**src/rtl/decoder_xpt_sequencer.sv**
```systemverilog
// decoder_xpt_sequencer: opcode latch, XPT phase counter and masked OR-merge of CH sub-decoder channels.
// Optional XPT_OVERFLOW_TRAP_EN: phase wrap without end-of-instruction forces a return to fetch and sets a sticky trap.
module decoder_xpt_sequencer #(
   parameter int XPT_W   = 4,
   parameter int OP_W    = 8,
   parameter int CH      = 2,
   parameter int CW      = 32,
   parameter int SEL_LSB = 4,
   parameter int EOI_BIT = 0
) (
   input  logic               clk,
   input  logic               reset,
   input  logic [OP_W-1:0]    op_in,
   input  logic               op_valid,
   input  logic               stall,
   input  logic [CH*CW-1:0]   ch_ctrl,
   output logic [CH-1:0]      ch_en,
   output logic [XPT_W-1:0]   xpt,
   output logic [XPT_W-1:0]   not_xpt,
   output logic [OP_W-1:0]    itable,
   output logic [OP_W-1:0]    not_itable,
   output logic [CW-1:0]      ctrl_out,
   output logic               cm1,
   output logic               eoi,
   output logic               trap
);
   localparam int SEL_W = $clog2(CH);
   typedef enum logic {FETCH, EXEC} state_t;
   state_t state, state_nx;
   logic [XPT_W-1:0] xpt_nx;
   logic [OP_W-1:0] itable_nx;
   logic [SEL_W-1:0] sel;
   logic [CW-1:0] merged;
   logic active, end_hit, eoi_nx, trap_nx;
   assign sel = itable[SEL_LSB +: SEL_W];
   assign ch_en = (state == EXEC) ? CH'(1) << sel : '0;
   always_comb begin
      merged = '0;
      for (int i = 0; i < CH; i++) merged = merged | (ch_ctrl[i*CW +: CW] & {CW{ch_en[i]}});
   end
   assign active = (state == EXEC) && !stall;
   assign ctrl_out = active ? merged : '0;
`ifdef XPT_OVERFLOW_TRAP_EN
   logic wrap;
   assign wrap = active && !ctrl_out[EOI_BIT] && (xpt == '1);
   assign end_hit = active && (ctrl_out[EOI_BIT] || wrap);
   assign trap_nx = trap | wrap;
`else
   assign end_hit = active && ctrl_out[EOI_BIT];
   assign trap_nx = 1'b0;
`endif
   always_comb begin
      state_nx = state;
      xpt_nx = xpt;
      itable_nx = itable;
      eoi_nx = 1'b0;
      if (state == FETCH) begin
         if (op_valid && !stall) begin
            state_nx = EXEC;
            itable_nx = op_in;
            xpt_nx = '0;
         end
      end else if (end_hit) begin
         state_nx = FETCH;
         xpt_nx = '0;
         itable_nx = '0;
         eoi_nx = 1'b1;
      end else if (active) begin
         xpt_nx = xpt + 1'b1;
      end
   end
   always_ff @(posedge clk) begin
      if (reset) begin
         state <= FETCH;
         xpt <= '0;
         itable <= '0;
         eoi <= 1'b0;
         trap <= 1'b0;
      end else begin
         state <= state_nx;
         xpt <= xpt_nx;
         itable <= itable_nx;
         eoi <= eoi_nx;
         trap <= trap_nx;
      end
   end
   assign cm1 = (state == FETCH);
   assign not_xpt = ~xpt;
   assign not_itable = ~itable;
endmodule

```
**config.mk**
```make
export PLATFORM = sky130hd
export DESIGN_NAME = decoder_xpt_sequencer
export DESIGN_NICKNAME = d
export VERILOG_FILES = /design/src/rtl/decoder_xpt_sequencer.sv
export SDC_FILE = /design/constraint.sdc
export NUM_CORES = 1
export LEC_CHECK = 0
export CAP_MARGIN = 40
export CELL_PAD_IN_SITES_DETAIL_PLACEMENT = 1
export CELL_PAD_IN_SITES_GLOBAL_PLACEMENT = 2
export CORE_MARGIN = 3
export CORE_UTILIZATION = 11
export DETAILED_ROUTE_END_ITERATION = 10
export PLACE_DENSITY_LB_ADDON = 0.1
export SYNTH_ARGS = -nofsm -noshare
export SYNTH_HDL_FRONTEND = slang
export SYNTH_SLANG_ARGS = --single-unit
```
**constraint.sdc**
```tcl
create_clock -name clk -period 1.4 [get_ports clk]
set_clock_uncertainty 0.2 [all_clocks]
set_input_delay 0.14 -clock clk [delete_from_list [all_inputs] [get_ports clk]]
set_output_delay 0.14 -clock clk [all_outputs]
set_load 0.1 [all_outputs]
```
==> flow_summary.ini, run 1 <==
[hold_path]
hold_class = in2reg

[clock_network]
cts.root.buffer_cell = clkbuf_8
hold_buffers = 0
insertion_delay_ns = 0.24
htreeDepth = 1
cts_max_path_buffers = 2
cts.sinks = 14
cts_tree = yes
clk_pin_slew_ns = 0.06
cts_inserted_buffers = 3

[setup_path]
critPathBufInv = 3
worst_ep_arrival_time_ns = 1.37
cp_common_cell = buf_12
cp_top_family = buffers and inverters
cp-start-kind = register
crit_type = reg2out
path_cells = buf_6 -> buf_12 -> mux2i_4 -> nor2_4 -> buf_12
critPathCaptureType = output pin
cp_slowest_cell = dfxtp_4
cp_max_fo = 5
critical_path_required_ns = 1.06
cpPeakStageDelay_ns = 0.38

[layout]
regArea_um2 = 329
utilization_pct = 43.8
antenna_cells = 0
layout-drive-gt1-share_pct = 66.8
final_cells = 452
fin_nets = 394
finalInstanceArea_um2 = 4540
multiInputGateArea_um2 = 1450
syn_to_final_growth_pct = 286
layout_common_cells = clkdlybuf4s50_1, buf_12, nor2_4
final_common_cell = clkdlybuf4s50_1
num-fill-cells = 1071

[sta]
finalHoldViolCount = 0
period_needed_ns = 1.71
timing.final.ws_setup_ns = -0.308
setup_viol = 50
post-route-period-util_pct = 122
clock.fmax_mhz = 585
rsz0062_at_grt = yes
slew_violations = 0

[route]
dr_wl_met2_um = 3340
drc = 0
met3_wirelength_um = 542
num_vias = 1716
routed_via_density = 3.80
wl_per_cell_um = 14.0
routed_wl_um = 6320
first_iter_violations = 33
top_layer = met3
first_pass_iters = 2
wl_met1_um = 2440
ant_nets = 0

[run_status]
violations = setup timing
status = finished, violations left

[logic_synthesis]
synth_top_cell_by_area = mux2i_1
synth_mux_area_share_pct = 31.7
syn-mean-instance-area_um2 = 7.79
synthXorXnorAreaFrac_pct = 0.745
synth_cells = 151
synth.distinct_cells = 27
ys_seq_area_share_pct = 23.8
netlist_top_cells_area = mux2i_1, dfxtp_1, nor2_1
synthAdderAreaFrac_pct = 1.06
synth-seq-cells = 14
synth-simple-area-share_pct = 23.2
syn_area_um2 = 1180
synth_compound_area_share_pct = 7.02
synth.top_cell.area_share_pct = 29.8
synth_top_family_by_area = multiplexers
yosys_warnings = 0
syn_nets = 228

[placed_design]
gp_congestion = 0.651
pre_cts_ws_ns = -0.397
place_area_um2 = 3890
post-dp-hpwl_um = 5070
place_inst = 432
numPortBuffers = 135

[power]
p_leak_nw = 1.56
power.density_nw_per_um2 = 553
total_power_w = 0.00251
peakVddDrop_mv = 0.388

[floorplanning]
fp-row-count = 37
core_region_area_um2 = 10400
dieArea_um2 = 12000
start_util_pct = 11.3
fp.dieH_um = 109
pin_count = 137
die_x_um = 109

[grt]
grt_max_degree = 11
overflow = 0
grt_antenna_before_repair = 0
first_global_vias = 1849
grt_pass1_wl_um = 9350
track_usage_pct = 9.70

[job]
drv_cap = 0
## sequential cells by signal, indices dropped and copies added (netlist names)
register,cells
eoi,1
itable,8
state,1
xpt,4
## cell families after synthesis
family	Yosys count
compound gates	11
xor+xnor	1
fa+ha+maj	1
buf+inv	30
flops	14
mux	36
other cells	1
simple gates	57
## stage by stage
step,setup TNS [ns],hold WS (ns)
after floorplan,-19.50,0.0716
after global placement,-12.32,0.310
after detailed placement,-13.13,0.318
after CTS,-14.00,0.177
after global routing,-15.63,0.237
final,-12.14,0.183
## area by class of cell
cell class	count	share of cell area (%)
inverters	15	2.32
flip-flops and latches	14	7.25
well taps	136	3.75
repair buffers	176	53.6
clock buffers	4	1.21
multi-input cells	107	31.8
## routing by layer
layer	vias to the layer above	global-route usage (%)
met3	0	2.23
li1	839	-
met2	82	16.9
met1	795	12.6
met4	0	1.07
met5	-	0
## path summary, 6_finish.rpt
kind | startpoint | endpoint | slack (ns) | depth (start not counted)
max | itable[4] | ctrl_out[27] | -0.31 | 5
max reg2reg | itable[4] | itable[5] | -0.22 | 6
min | stall | xpt[3] | 0.18 | 4
min reg2reg | itable[0] | itable[0] | 0.32 | 2
## worst min-delay path: cells and delay by family
kind	cells	cell delay [ns]
AOI/OAI and AO/OA	1	0.07
buffers and inverters	1	0.25
and+or+nand+nor	2	0.13
## what timing repair did
item,CTS,global route
cloned,2,1
buffers inserted,14,2
endpoints found under the setup margin,50,51
pin swaps,3,3
resized for setup,41,46
## Yosys cell counts, drive strengths merged
cell type	count
mux2i	36
nor2	36
inv	15
dfxtp	14
buf	8
clkbuf	7
o31ai	5
or4b	5
nand2	4
nand2b	4
nor3	4
a21oi	2
a211oi	1
a31oi	1
and3	1
conb	1
ha	1
nand4	1
nand4b	1
o21ai	1
o21bai	1
or3	1
xnor2	1
## report_power, final
| group | internal [W] | total, W | switching, W |
|---|---|---|---|
| sequential | 0.000408 | 0.000438 | 0.0000304 |
| combinational | 0.000781 | 0.00168 | 0.000895 |
| clock | 0.000249 | 0.000396 | 0.000147 |
(Power assumes the default switching activity.)
==> inputs of run 2 (changes only) <==
RECOVER_POWER = 25   (was unset)
==> run 2 against run 1 <==
- the flow still finishes with violations (setup timing)
- via count did not move
- utilization fell by 0.72 points
- die area did not move
- design area fell by 1.7%
- sequential power fell by 1%
- final cell count did not move
- non-clock buffer count did not move
- critical endpoint unchanged
- first-iteration DRC count rose by 3.0%
- global-route usage did not move
- largest cell class unchanged
- largest power group unchanged
- sequential share of layout area rose by 0.12 points
- clock power barely moved
- sequential cell count did not move
==> flow_summary.ini, run 2 (same netlist as run 1, synthesis figures left out) <==
[placed_design]
place_inst = 432
pre_cts_ws_ns = -0.397
place_area_um2 = 3890
gp_congestion = 0.651
numPortBuffers = 135
post-dp-hpwl_um = 5070

[setup_path]
critPathCaptureType = output pin
worst_ep_arrival_time_ns = 1.37
critical_path_required_ns = 1.06
crit_type = reg2out
cp-start-kind = register
cp_max_fo = 5

[clock_network]
htreeDepth = 1
insertion_delay_ns = 0.24
cts_max_path_buffers = 2
cts_inserted_buffers = 3
cts.sinks = 14
cts_tree = yes
clk_pin_slew_ns = 0.06
hold_buffers = 0
cts.root.buffer_cell = clkbuf_8

[run_status]
violations = setup timing
status = finished, violations left

[route]
routed_via_density = 3.80
first_iter_violations = 34
drc = 0
ant_nets = 0
wl_per_cell_um = 14.0
num_vias = 1716
routed_wl_um = 6320
first_pass_iters = 2

[power]
p_leak_nw = 1.54
peakVddDrop_mv = 0.388
total_power_w = 0.00248
power.density_nw_per_um2 = 556

[sta]
setup_viol = 50
clock.fmax_mhz = 585
hold_ws_ns = 0.183
rsz0062_at_grt = yes
slew_violations = 0
post-route-period-util_pct = 122
finalHoldViolCount = 0
timing.final.ws_setup_ns = -0.308
period_needed_ns = 1.71

[floorplanning]
die_x_um = 109
dieArea_um2 = 12000
fp.dieH_um = 109
start_util_pct = 11.3
fp-row-count = 37
pin_count = 137
core_region_area_um2 = 10400

[layout]
final_common_cell = clkdlybuf4s50_1
num-fill-cells = 1077
reg_top3 = itable: 8 flops, xpt: 4 flops
top_register = itable
final_cells = 452
layout-drive-gt1-share_pct = 66.8
antenna_cells = 0
syn_to_final_growth_pct = 280
fin_nets = 394
largest_register_ffs = 8
finalInstanceArea_um2 = 4460
layout_common_cells = clkdlybuf4s50_1, buf_12, nor2_4

[grt]
track_usage_pct = 9.70
first_global_vias = 1849
overflow = 0
grt_pass1_wl_um = 9350
grt_antenna_before_repair = 0
grt_max_degree = 11

[job]
drv_cap = 0

[hold_path]
hold_class = in2reg
## run 2: changes by cell type in the layout (fill, tap and decap cells not counted), sizes merged
cell / previous run / this run
buf: 99 / 93
clkbuf: 6 / 12
## run 2: layer usage
metal  wire length (µm)  vias to the layer above  global-route usage, %  share of wire, %
met5                  0                        -                      0                 0
met4                  0                        0                   1.07                 0
met3                534                        0                   2.23               8.5
met2               3340                       82                   16.9                53
met1               2450                      795                   12.6                39
li1                   -                      839                      -                 -
## run 2: worst paths after layout
kind,cells after the start,endpoint,slack [ns],startpoint
worst max-delay path,5,ctrl_out[27],-0.31,itable[4]
worst max register to register,6,itable[5],-0.22,itable[4]
worst min-delay path,4,xpt[3],0.18,stall
worst min register to register,2,itable[7],0.31,itable[7]
## run 2: critical path, cell delays in order, from the launching register on
cell	delay (ns)
dfxtp_4	0.38
buf_6	0.12
buf_12	0.14
mux2i_4	0.26
nor2_4	0.05
buf_12	0.16
## run 2: repair_timing
item,CTS,global route
endpoints found under the setup margin,50,51
pin swaps,3,3
resized for setup,41,46
gates cloned,2,1
setup buffers,14,2
endpoints found under the hold margin,0,0
## run 2: layout make-up
cell class              instances  area, µm²  share of cell area (%)
clock buffers                   4       55.1                    1.23
well taps                     136        170                    3.81
repair buffers                176       2360                    52.9
flip-flops and latches         14        329                    7.37
multi-input cells             107       1450                    32.4
inverters                      15        105                    2.35
## run 2: stage by stage
step | TNS, ns | utilization [%]
after global routing | -15.63 | 43.1
after detailed placement | -13.13 | 37.5
after global placement | -12.32 | 37.5
after floorplan | -19.50 | -
final | -12.13 | 43.1
after CTS | -14.00 | 40.8
## run 2: where the power goes
| part | total [W] | internal (W) | switching, W |
|---|---|---|---|
| combinational | 0.00165 | 0.000758 | 0.000895 |
| sequential | 0.000433 | 0.000407 | 0.0000254 |
| clock | 0.000396 | 0.000249 | 0.000147 |
| total | 0.00248 | 0.00141 | 0.00107 |
==> inputs of run 3 (changes only) <==
SETUP_SLACK_MARGIN = 0.3   (was unset)
==> run 3 against run 2 <==
- the run still ends with setup timing left
- critical path type unchanged
- critical path depth did not move
- clock power fell by 12%
- count of clock-buffer cells in the layout fell by 1
- largest power group unchanged
==> flow_summary.ini, run 3 (same netlist as run 1, synthesis figures left out) <==
[layout]
syn_to_final_growth_pct = 294
fin_nets = 402
layout-drive-gt1-share_pct = 67.3
antenna_cells = 0
regArea_um2 = 328
top_register = itable
final_cells = 460
num-fill-cells = 1071
largest_register_ffs = 8
final_common_cell = clkdlybuf4s50_1
multiInputGateArea_um2 = 1480
reg_top3 = itable: 8 flops, xpt: 4 flops
layout_common_cells = clkdlybuf4s50_1, buf_12, nor2_4

[route]
drc = 0
routed_via_density = 3.78
num_vias = 1739
routed_wl_um = 6620
first_iter_violations = 25
wl_per_cell_um = 14.4
first_pass_iters = 3
ant_nets = 0

[grt]
grt_antenna_before_repair = 0
grt_pass1_wl_um = 10200
grt_max_degree = 14
track_usage_pct = 10.6
first_global_vias = 1945
overflow = 0

[placed_design]
post-dp-hpwl_um = 5140
place_inst = 431
pre_cts_ws_ns = -0.389
numPortBuffers = 135
gp_congestion = 0.656

[floorplanning]
start_util_pct = 11.3
die_x_um = 109
core_region_area_um2 = 10400
fp-row-count = 37
fp.dieH_um = 109
pin_count = 137
dieArea_um2 = 12000

[sta]
setup_viol = 50
post-route-period-util_pct = 123
rsz0062_at_grt = yes
clock.fmax_mhz = 579
finalHoldViolCount = 0
slew_violations = 0
fin_setup_tns_ns = -13.39
period_needed_ns = 1.73
hold_ws_ns = 0.186
timing.final.ws_setup_ns = -0.327

[setup_path]
worst_ep_arrival_time_ns = 1.39
cp_max_fo = 6
crit_type = reg2out
cp-start-kind = register
critPathCaptureType = output pin
critical_path_required_ns = 1.06

[clock_network]
insertion_delay_ns = 0.24
htreeDepth = 1
cts_inserted_buffers = 3
cts.root.buffer_cell = clkbuf_8
cts.sinks = 14
clk_pin_slew_ns = 0.06
cts_tree = yes
cts_max_path_buffers = 2
hold_buffers = 0

[power]
peakVddDrop_mv = 0.329
p_leak_nw = 1.61
seqPwrFrac_pct = 17.4
combinationalPowerShare_pct = 68.7
total_power_w = 0.00250
switching_share_pct = 43.8
power.switching_w = 0.00109
p_clk_share_pct = 13.9
p_int_w = 0.00140
power.density_nw_per_um2 = 539

[run_status]
violations = setup timing
status = finished, violations left

[job]
drv_cap = 0

[hold_path]
hold_class = in2reg
==> run 3: cell count changes in the layout (fill, tap and decap cells not counted), moves of 2 or more <==
cell	before	now
dfxtp_2	0	2
buf_16	0	2
mux2i_4	26	29
mux2i_2	6	2
buf_6	11	18
buf_4	20	17
==> run 3: final timing paths <==
check,from,cells after the start,to,slack (ns)
worst max-delay path,itable[4],5,ctrl_out[22],-0.33
worst min-delay path,stall,4,xpt[3],0.19
worst max register to register,itable[4],7,itable[3],-0.27
worst min register to register,itable[7],2,itable[7],0.32
==> run 3: critical path, cell delays in order (launching register included) <==
cell     delay [ns]
dfxtp_4        0.39
buf_12         0.12
buf_12         0.15
mux2i_4        0.26
nor2_4         0.05
buf_12         0.16
==> run 3: power groups by stage <==
stage / combinational [W] / sequential [W] / clock (W)
4_1_cts: 0.00165 / 0.000440 / 0.000370
6_report: 0.00172 / 0.000434 / 0.000347
5_1_grt: 0.00179 / 0.000437 / 0.000391
3_5_place_dp: 0.00142 / 0.000449 / 0
2_1_floorplan: 0.000683 / 0.000565 / 0
3_3_place_gp: 0.00142 / 0.000450 / 0
==> run 3: cell type report <==
class                      instances  share of cell area (%)
timing repair buffer             184                    54.1
sequential                        14                    7.08
inverter                          15                    2.27
clock buffer                       3                   0.892
tap                              136                    3.68
multi-input combinational        107                    31.9
clock inverter                     1                  0.0811
==> run 3: metrics by stage <==
stage	instance area, µm²	util, %
6_report	4630	44.6
2_1_floorplan	1590	-
5_1_grt	4630	44.6
3_5_place_dp	3850	37.1
3_3_place_gp	3850	37.1
4_1_cts	4430	42.7
==> run 3: routing by layer <==
| metal | vias up | global-route usage [%] | wire, µm |
|---|---|---|---|
| met2 | 81 | 18.5 | 3370 |
| met1 | 801 | 13.2 | 2570 |
| met4 | 0 | 1.34 | 8 |
| li1 | 855 | - | - |
| met3 | 2 | 3.05 | 674 |
| met5 | - | 0 | 0 |
==> run 3: repair_timing <==
action | in CTS | in global routing
pin swaps | 5 | 16
resized for setup | 69 | 30
gates cloned | 3 | 1
buffers inserted | 15 | 6
setup endpoints to repair | 74 | 74
